$ cat config.mk
export PLATFORM = sky130hd
export DESIGN_NAME = layer_mac_array_flat
export DESIGN_NICKNAME = d
export VERILOG_FILES = /design/src/rtl/layer_mac_array_if.sv /design/src/rtl/layer_mac_array.sv /design/src/flat_wrapper.sv
export SDC_FILE = /design/constraint.sdc
export NUM_CORES = 2
export LEC_CHECK = 0
export CAP_MARGIN = 20
export CORE_MARGIN = 2
export CORE_UTILIZATION = 62
export CTS_CLUSTER_DIAMETER = 150
export DETAILED_ROUTE_END_ITERATION = 7
export GPL_TIMING_DRIVEN = 1
export PLACE_DENSITY_LB_ADDON = 0.15
export SETUP_SLACK_MARGIN = 0.15
export SYNTH_ARGS = -nofsm -noshare
export SYNTH_HDL_FRONTEND = slang
export SYNTH_SLANG_ARGS = --single-unit
$ cat constraint.sdc
create_clock -name clk -period 10.5 [get_ports clk]
set_clock_uncertainty 0.15 [all_clocks]
set_input_delay 2.1 -clock clk [delete_from_list [all_inputs] [get_ports clk]]
set_output_delay 2.1 -clock clk [all_outputs]
set_load 0.05 [all_outputs]
$ cat src/rtl/layer_mac_array_if.sv
// Stream bundle for layer_mac_array: x elements in, y elements (with saturation flag) out.
interface layer_mac_array_if #(parameter int T = 16) ();
    logic         s_valid;
    logic         s_ready;
    logic [T-1:0] data_in;
    logic         m_valid;
    logic         m_ready;
    logic [T-1:0] data_out;
    logic         sat;

    modport master (output s_valid, data_in, m_ready,
                    input  s_ready, m_valid, data_out, sat);
    modport slave  (input  s_valid, data_in, m_ready,
                    output s_ready, m_valid, data_out, sat);
endinterface

$ cat src/rtl/layer_mac_array.sv
// Fully-connected layer y = act(sat((W*x + b) >>> FRAC)); P lanes compute P rows per pass.
// W and b come from external 1-cycle-latency ROMs; x and y stream over valid/ready.
module layer_mac_array #(
    parameter int M    = 8,
    parameter int N    = 4,
    parameter int P    = 2,
    parameter int T    = 16,
    parameter int FRAC = 0,
    parameter int RELU = 1,
    localparam int WAW = (M * N > 1) ? $clog2(M * N) : 1,
    localparam int BAW = (M > 1) ? $clog2(M) : 1
) (
    input  logic             clk,
    input  logic             reset,
    layer_mac_array_if.slave bus,
    output logic [P*WAW-1:0] w_addr,
    input  logic [P*T-1:0]   w_data,
    output logic [P*BAW-1:0] b_addr,
    input  logic [P*T-1:0]   b_data
);
    localparam int ACC    = 2 * T + $clog2(N) + 1;
    localparam int XW     = (N > 1) ? $clog2(N) : 1;
    localparam int CW     = $clog2(N + 3);
    localparam int PASSES = M / P;
    localparam int PW     = (PASSES > 1) ? $clog2(PASSES) : 1;
    localparam int OW     = (P > 1) ? $clog2(P) : 1;
    localparam logic signed [T-1:0] SAT_MAX = {1'b0, {(T-1){1'b1}}};
    localparam logic signed [T-1:0] SAT_MIN = {1'b1, {(T-1){1'b0}}};

    if (M % P != 0) begin : g_bad_lane_count
        $error("layer_mac_array: M must be a multiple of P");
    end

    typedef enum logic [1:0] {GET_X, COMPUTE, OUTPUT} state_t;

    state_t                  state, next_state;
    logic [XW-1:0]           x_cnt;
    logic [CW-1:0]           cyc_cnt;
    logic [PW-1:0]           pass_cnt;
    logic [OW-1:0]           o_cnt;
    logic signed [T-1:0]     x_mem     [1<<XW];
    logic signed [T-1:0]     x_q;
    logic signed [2*T-1:0]   prod      [P];
    logic signed [ACC-1:0]   acc       [P];
    logic signed [ACC-1:0]   shifted   [P];
    logic signed [T-1:0]     res_data  [P];
    logic                    res_sat   [P];
    logic signed [T-1:0]     obuf_data [1<<OW];
    logic                    obuf_sat  [1<<OW];

    logic x_fire, y_fire, last_x, last_o, last_pass, comp_done;

    assign x_fire    = (state == GET_X) && bus.s_valid;
    assign y_fire    = (state == OUTPUT) && bus.m_ready;
    assign last_x    = (x_cnt == XW'(N - 1));
    assign last_o    = (o_cnt == OW'(P - 1));
    assign last_pass = (pass_cnt == PW'(PASSES - 1));
    assign comp_done = (cyc_cnt == CW'(N + 2));

    assign bus.s_ready  = (state == GET_X);
    assign bus.m_valid  = (state == OUTPUT);
    assign bus.data_out = (state == OUTPUT) ? obuf_data[o_cnt] : '0;
    assign bus.sat      = (state == OUTPUT) && obuf_sat[o_cnt];

    always_ff @(posedge clk or negedge reset) begin
        if (!reset) state <= GET_X;
        else        state <= next_state;
    end

    always_comb begin
        next_state = state;
        case (state)
            GET_X:   if (x_fire && last_x) next_state = COMPUTE;
            COMPUTE: if (comp_done) next_state = OUTPUT;
            OUTPUT:  if (y_fire && last_o) next_state = last_pass ? GET_X : COMPUTE;
            default: next_state = GET_X;
        endcase
    end

    // Lane l works on row pass*P+l; weight addresses walk j=0..N-1 during the first N compute cycles.
    always_comb begin
        w_addr = '0;
        b_addr = '0;
        if (state == COMPUTE) begin
            for (int l = 0; l < P; l++) begin
                b_addr[l*BAW +: BAW] = BAW'(int'(pass_cnt) * P + l);
                if (cyc_cnt < CW'(N))
                    w_addr[l*WAW +: WAW] = WAW'((int'(pass_cnt) * P + l) * N + int'(cyc_cnt));
            end
        end
    end

    // Saturation is judged on the shifted value; RELU clamps afterwards so sat survives a zeroed result.
    always_comb begin
        for (int l = 0; l < P; l++) begin
            shifted[l] = acc[l] >>> FRAC;
            res_sat[l] = !((&shifted[l][ACC-1:T-1]) || !(|shifted[l][ACC-1:T-1]));
            if (res_sat[l]) res_data[l] = shifted[l][ACC-1] ? SAT_MIN : SAT_MAX;
            else            res_data[l] = shifted[l][T-1:0];
            if (RELU != 0 && res_data[l][T-1]) res_data[l] = '0;
        end
    end

    always_ff @(posedge clk or negedge reset) begin
        if (!reset) begin
            x_cnt    <= '0;
            cyc_cnt  <= '0;
            pass_cnt <= '0;
            o_cnt    <= '0;
            x_q      <= '0;
            for (int i = 0; i < (1 << XW); i++) x_mem[i] <= '0;
            for (int l = 0; l < P; l++) begin
                prod[l] <= '0;
                acc[l]  <= '0;
            end
            for (int i = 0; i < (1 << OW); i++) begin
                obuf_data[i] <= '0;
                obuf_sat[i]  <= 1'b0;
            end
        end else begin
            case (state)
                GET_X: begin
                    cyc_cnt <= '0;
                    o_cnt   <= '0;
                    if (x_fire) begin
                        x_mem[x_cnt] <= bus.data_in;
                        x_cnt        <= last_x ? '0 : x_cnt + XW'(1);
                    end
                end
                // Cycle k issues address j=k; x/ROM data land at k+1, product at k+2, accumulate at k+3.
                COMPUTE: begin
                    cyc_cnt <= comp_done ? '0 : cyc_cnt + CW'(1);
                    if (cyc_cnt < CW'(N)) x_q <= x_mem[XW'(cyc_cnt)];
                    for (int l = 0; l < P; l++) begin
                        if (cyc_cnt >= CW'(1) && cyc_cnt <= CW'(N))
                            prod[l] <= $signed(w_data[l*T +: T]) * x_q;
                        if (cyc_cnt == CW'(1))
                            acc[l] <= ACC'($signed(b_data[l*T +: T])) <<< FRAC;
                        else if (cyc_cnt >= CW'(2) && cyc_cnt <= CW'(N + 1))
                            acc[l] <= acc[l] + ACC'(prod[l]);
                        if (comp_done) begin
                            obuf_data[l] <= res_data[l];
                            obuf_sat[l]  <= res_sat[l];
                        end
                    end
                end
                OUTPUT: begin
                    if (y_fire) begin
                        o_cnt <= last_o ? '0 : o_cnt + OW'(1);
                        if (last_o) pass_cnt <= last_pass ? '0 : pass_cnt + PW'(1);
                    end
                end
                default: ;
            endcase
        end
    end
endmodule

$ cat src/flat_wrapper.sv
// flat-port wrapper written by rule: the top's interface ports become plain ports
module layer_mac_array_flat 
#(
    parameter int M    = 8,
    parameter int N    = 4,
    parameter int P    = 2,
    parameter int T    = 16,
    parameter int FRAC = 0,
    parameter int RELU = 1,
    localparam int WAW = (M * N > 1) ? $clog2(M * N) : 1,
    localparam int BAW = (M > 1) ? $clog2(M) : 1
)
  (clk, reset, w_addr, w_data, b_addr, b_data, bus_s_valid, bus_data_in, bus_m_ready, bus_s_ready, bus_m_valid, bus_data_out, bus_sat);
  layer_mac_array_if #(.T(T)) bus_i ();
  input  logic clk;
  input  logic reset;
  output logic [P*WAW-1:0] w_addr;
  input  logic [P*T-1:0] w_data;
  output logic [P*BAW-1:0] b_addr;
  input  logic [P*T-1:0] b_data;
  input wire logic [$bits(bus_i.s_valid)-1:0] bus_s_valid;
  input wire logic [$bits(bus_i.data_in)-1:0] bus_data_in;
  input wire logic [$bits(bus_i.m_ready)-1:0] bus_m_ready;
  output wire logic [$bits(bus_i.s_ready)-1:0] bus_s_ready;
  output wire logic [$bits(bus_i.m_valid)-1:0] bus_m_valid;
  output wire logic [$bits(bus_i.data_out)-1:0] bus_data_out;
  output wire logic [$bits(bus_i.sat)-1:0] bus_sat;
  assign bus_i.s_valid = bus_s_valid;
  assign bus_i.data_in = bus_data_in;
  assign bus_i.m_ready = bus_m_ready;
  assign bus_s_ready = bus_i.s_ready;
  assign bus_m_valid = bus_i.m_valid;
  assign bus_data_out = bus_i.data_out;
  assign bus_sat = bus_i.sat;
  layer_mac_array #(.M(M), .N(N), .P(P), .T(T), .FRAC(FRAC), .RELU(RELU)) u_core (.clk(clk), .reset(reset), .bus(bus_i), .w_addr(w_addr), .w_data(w_data), .b_addr(b_addr), .b_data(b_data));
endmodule
* Word-level counts from Yosys, hierarchy flattened
Index checks and enable logic that the tools add are counted.
** Storage, ports and cells
- Register bits after elaboration :: 258
- Bits of input ports :: 84
- Output and inout port bits :: 35
- Word-level logic and storage cells :: 120
** Cells by class
- $add $sub $neg :: 9
- Multipliers :: 2
- $lt $le $gt $ge :: 9
- Equal/unequal tests :: 10
- Muxes and demuxes :: 39
- Bitwise operators :: 3
- Reductions and logical operators :: 30
** Operator list (number)
- 16-bit two-way mux :: 11
- 35-bit two-way mux :: 4
- 35-bit by 32-bit adder with 35-bit output :: 2
- 64-bit bitwise mux :: 1
- 16-bit by 16-bit multiplier with 32-bit output :: 2
- 20-bit AND reduction :: 2
- 20-bit OR reduction :: 2
- 16-bit binary-select mux with 2-bit select :: 1
- 16-bit demux with 2-bit select :: 1
- 15-bit two-way mux :: 2
- 2-bit AND reduction :: 6
- 10-bit two-way mux :: 1
- 2-bit two-way mux :: 5
- 5-bit two-way mux :: 2
- 1-bit logical AND :: 8
- 2-bit by 1-bit inequality test with 1-bit output (second input constant) :: 4
- 3-bit by 1-bit adder with 3-bit output (second input constant) :: 2
- 2-bit equality test (second input constant) :: 3
- 3-bit >= comparator (second input constant) :: 2
- 3-bit <= comparator (second input constant) :: 2
- 1-bit two-way mux :: 6
- 6-bit two-way mux :: 1
- 2-bit NOT with 3-bit output :: 2
- 2-bit one-hot mux with 3 select lines :: 1
- 21 further kinds :: 29

* Logic depth before layout (Yosys ltp)
- Depth in word-level cells :: 6
- Gate-level depth with buffers :: 25
- Depth with buffers taken out :: 24

* Least setup slack after synthesis
OpenSTA, ideal clock, no wires.
- Path kind :: input-to-reg
- Start :: input w_data[15]
- End :: register u_core.prod[62] (netlist name)
- Arrival time :: 8.062 ns
- Required time :: 10.221 ns
- Setup slack :: 2.158 ns
- Cell stages on the path :: 23
- Buffers on the path :: 1
- Path through :: clkbuf_1 -> nand2_1 -> inv_1 -> fa_1 -> fa_1 -> fa_1 -> fa_1 -> fa_1 -> inv_1 -> fa_1 -> inv_1 -> ha_1 -> a21o_1 -> a21o_1 -> a221oi_1 -> o21ai_1 -> a2111oi_4 -> o31ai_2 -> a21o_1 -> a2111oi_2 -> nor3_1 -> xnor2_1 -> o21ai_1
** Between the ends
- Cells in the longest elaborated chain, start to end :: 1
** Ends and longest elaborated chain
- start: declaration :: RTL line flat_wrapper.sv:18 : input logic [P*T-1:0] w_data;
- 16-bit by 16-bit multiplier with 32-bit output :: RTL line layer_mac_array.sv:136 : prod[l] <= $signed(w_data[l*T +: T]) * x_q;
- end signal: indexed assignment :: RTL line layer_mac_array.sv:136
- end: declaration :: RTL line layer_mac_array.sv:43 : logic signed [2*T-1:0] prod [P];
No other way between the ends.
A chain may end at the register's enable or synchronous reset.

* Final worst setup path
Same ends and word-level chain as after synthesis.

==> results.py <==
metrics = {
    "clock_network": {
        "holdBufCountCts": 0,
        "cts.repair.resized": 0,
        "path_clk_slew_ns": 0.06,
        "cts_tree": "yes",
        "htreeDepth": 1,
        "clockBufferDepth": 3,
        "numCtsBuffers": 26,
        "numClockSinks": 256,
        "cts-root-buf": "clkbuf_16",
        "post_cts_buffers": 0,
        "insertion_delay_ns": 0.54,
    },
    "floorplanning": {
        "rows": 85,
        "die-area_mm2": 0.0565,
        "coreArea_mm2": 0.0539,
        "ios": 119,
        "initial_core_util": 0.628,
        "die_x_um": 238,
        "die_h_um": 238,
    },
    "worst_setup_path": {
        "r2r-end": "u_core.prod[31]$_DFFE_PN0P_",
        "reg2reg_depth": 21,
        "cp_cell_sequence": "clkdlybuf4s50_1 -> nand2_1 -> inv_1 -> fa_1 -> fa_1 -> fa_1 -> fa_1 -> fa_1 -> inv_1 -> fa_1 -> inv_1 -> ha_1 -> a21o_1 -> a21o_1 -> a221oi_1 -> o21ai_1 -> a2111oi_4 -> o31ai_2 -> a21o_1 -> a2111oi_2 -> nor3_1 -> xnor2_1 -> o21ai_1",
        "arrival_ns": 9.04,
        "critical-path-max-stage-delay_ns": 0.75,
        "crit_fanout": 16,
        "start_kind": "primary input",
        "crit_top_cell": "fa_1",
        "slowest_stage": "fa_1",
        "regToRegStartpoint": "u_core.x_q[1]$_DFFE_PN0P_",
        "required_ns": 10.76,
        "path_class": "primary input to flop",
        "rrSetupSlack_ns": 2.88,
        "endpoint_kind": "flop",
    },
    "route": {
        "ant_nets": 0,
        "vias": 25689,
        "detail_route.vias_per_cell": 5.82,
        "wire_per_inst_um": 19.2,
        "drt_drc_violations_left": 0,
        "first_pass_iters": 6,
        "wirelength_mm": 84.5,
        "drt-initial-drc-count": 1425,
    },
    "layout": {
        "area_growth_pct": 7.37,
        "fillers": 4347,
        "final-seq-area_mm2": 0.00641,
        "drive_gt1_frac": 0.0522,
        "nets": 4542,
        "multi_input_area_mm2": 0.0246,
    },
    "sta": {
        "finalCritPeriodShare": 0.837,
        "worst_pin_slew_ns": 1.20,
        "setup_tns_ns": 0,
        "maxSlewHeadroom": 0.198,
        "min_period_ns": 8.79,
        "max_freq_mhz": 114,
        "slew_violations": 0,
        "rsz0062_at_grt": "false",
        "setup_viol_count_final": 0,
        "hold_viol": 0,
    },
    "global_routing": {
        "grt_util_met3": 0.0377,
        "antenna_found_initial": 2,
        "grt_use_met1": 0.395,
        "met2_usage": 0.549,
        "grt_pass1_wl_mm": 140,
        "grt_usage": 0.310,
        "grt-busiest-layer": "met2",
        "grt_pass1_vias": 27504,
        "grt_overflow": 0,
        "grt_max_degree": 121,
    },
    "synthesis": {
        "async_reset_ff_frac": 1.00,
        "synth-edff-count": 0,
        "ys_seq_area_frac": 0.189,
        "syn_area_mm2": 0.0339,
        "ys_seq_elements": 256,
        "synth_ff_type": "dfrtp_1",
        "yosys_warnings": 0,
        "synth.distinct_cells": 72,
        "syn_inst": 3682,
        "syn_area_per_cell_um2": 9.20,
    },
    "placement": {
        "dpl.hpwl_mm": 65.4,
        "place_congestion": 0.936,
        "port_buffers": 115,
    },
    "flow_run": {
        "timing.max_cap.violations": 0,
    },
    "worst_hold_path": {
        "worstHoldStart": "u_core.x_mem[4]$_DFFE_PN0P_",
        "hold_path.class": "flop to flop",
        "hold_depth": 2,
        "min_to": "u_core.x_mem[4]$_DFFE_PN0P_",
    },
    "outcome": {
        "outcome": "completed",
    },
}
==> cell usage after synthesis (10+ instances only) <==
cell | instances | share of area
inv_1 | 606 | 0.067
fa_1 | 526 | 0.31
nand2_1 | 489 | 0.054
dfrtp_1 | 256 | 0.19
and2_1 | 255 | 0.047
ha_1 | 237 | 0.088
a21oi_1 | 208 | 0.031
nor2_1 | 170 | 0.019
o21ai_0 | 153 | 0.023
clkbuf_1 | 147 | 0.016
xnor2_1 | 83 | 0.021
mux2_2 | 76 | 0.025
a21o_1 | 58 | 0.013
xor2_1 | 41 | 0.011
nor3_1 | 30 | 0.0044
nand3_1 | 29 | 0.0043
nand2b_1 | 25 | 0.0046
a31oi_1 | 22 | 0.0041
and3_1 | 18 | 0.0033
mux2i_1 | 17 | 0.0050
mux4_2 | 16 | 0.011
o21a_1 | 15 | 0.0033
nand4_1 | 14 | 0.0026
nor2b_1 | 14 | 0.0026
o21bai_1 | 13 | 0.0029
o31ai_1 | 13 | 0.0029
nor4_1 | 12 | 0.0022
o21ai_1 | 12 | 0.0018
a211oi_1 | 11 | 0.0024
buf_1 | 11 | 0.0012
o211ai_1 | 10 | 0.0022
==> cell families (layout without fill, tap and decap cells) <==
family / Yosys count / after routing / share of synthesized area
DFF: 256 / 256 / 0.189
buffers and inverters: 774 / 804 / 0.0868
AOI/OAI and AO/OA: 575 / 575 / 0.103
other: 1 / 5 / 0.000111
muxes: 109 / 109 / 0.0409
adders and majority gates: 763 / 763 / 0.399
xor gates and xnor gates: 124 / 124 / 0.0321
and+or+nand+nor: 1080 / 1080 / 0.150
==> worst max-delay path by stage <==
stage | from | endpoint | slack (ns)
6_report | w_data[15] | u_core.prod[62]$_DFFE_PN0P_ | 1.71
5_1_grt | w_data[15] | u_core.prod[62]$_DFFE_PN0P_ | 1.30
4_1_cts | w_data[15] | u_core.prod[62]$_DFFE_PN0P_ | 1.71
3_5_place_dp | w_data[15] | u_core.prod[62]$_DFFE_PN0P_ | 1.15
3_3_place_gp | w_data[15] | u_core.prod[62]$_DFFE_PN0P_ | 1.15
2_1_floorplan | w_data[15] | u_core.prod[62]$_DFFE_PN0P_ | 2.16
==> placed cells by master, fill, tap and decap left out, drive strengths merged, types with 83 or more instances in the layout <==
cell | Yosys | final
ha | 237 | 237
o21ai | 165 | 165
inv | 606 | 607
nand2 | 489 | 489
a21oi | 210 | 210
fa | 526 | 526
xnor2 | 83 | 83
and2 | 256 | 256
dfrtp | 256 | 256
clkdlybuf4s50 | 0 | 114
nor2 | 170 | 170
==> worst max-delay path, delay by kind of cell <==
kind,cells,cell delay (ns)
simple gates,2,0.38
buf+inv,4,0.91
compound gates,9,1.96
xor+xnor,1,0.15
fa+ha+maj,7,3.54
==> sequential cells by signal (all words and copies together) (netlist names) <==
signal,cells
u_core.acc,70
u_core.cyc_cnt,3
u_core.last_o,1
u_core.obuf_data,30
u_core.obuf_sat,2
u_core.pass_cnt,2
u_core.prod,64
u_core.state,2
u_core.x_cnt,2
u_core.x_mem,64
u_core.x_q,16
==> routing by layer <==
| layer | routed length, µm | part of all wire |
|---|---|---|
| met5 | 31 | 0.00037 |
| met4 | 3090 | 0.037 |
| met3 | 3800 | 0.045 |
| met2 | 43600 | 0.52 |
| met1 | 34000 | 0.40 |
==> area by class of cell <==
type                            count  share of cell area
Antenna cell                        2            0.000138
Clock buffer                       35              0.0202
Timing Repair Buffer              150              0.0396
Clock inverter                     12             0.00189
Multi-Input combinational cell   2654               0.675
Inverter                          607              0.0627
Tap cell                          696              0.0240
Sequential cell                   256               0.176
==> per-stage QoR <==
step | hold WS (ns) | util | instances | setup slack (ns) | cell area, µm²
after CTS | 0.323 | 0.674 | 4408 | 1.71 | 36300
after floorplan | 0.290 | - | 3684 | 2.16 | 33900
after global placement | 0.303 | 0.659 | 4361 | 1.15 | 35500
after detailed placement | 0.308 | 0.659 | 4361 | 1.15 | 35500
after global routing | 0.346 | 0.674 | 4410 | 1.30 | 36400
final | 0.325 | 0.674 | 4412 | 1.71 | 36400
Power is left out: the tool's default activity adds up to more than one toggle a clock period on the data nets, which glitch-free logic cannot reach.
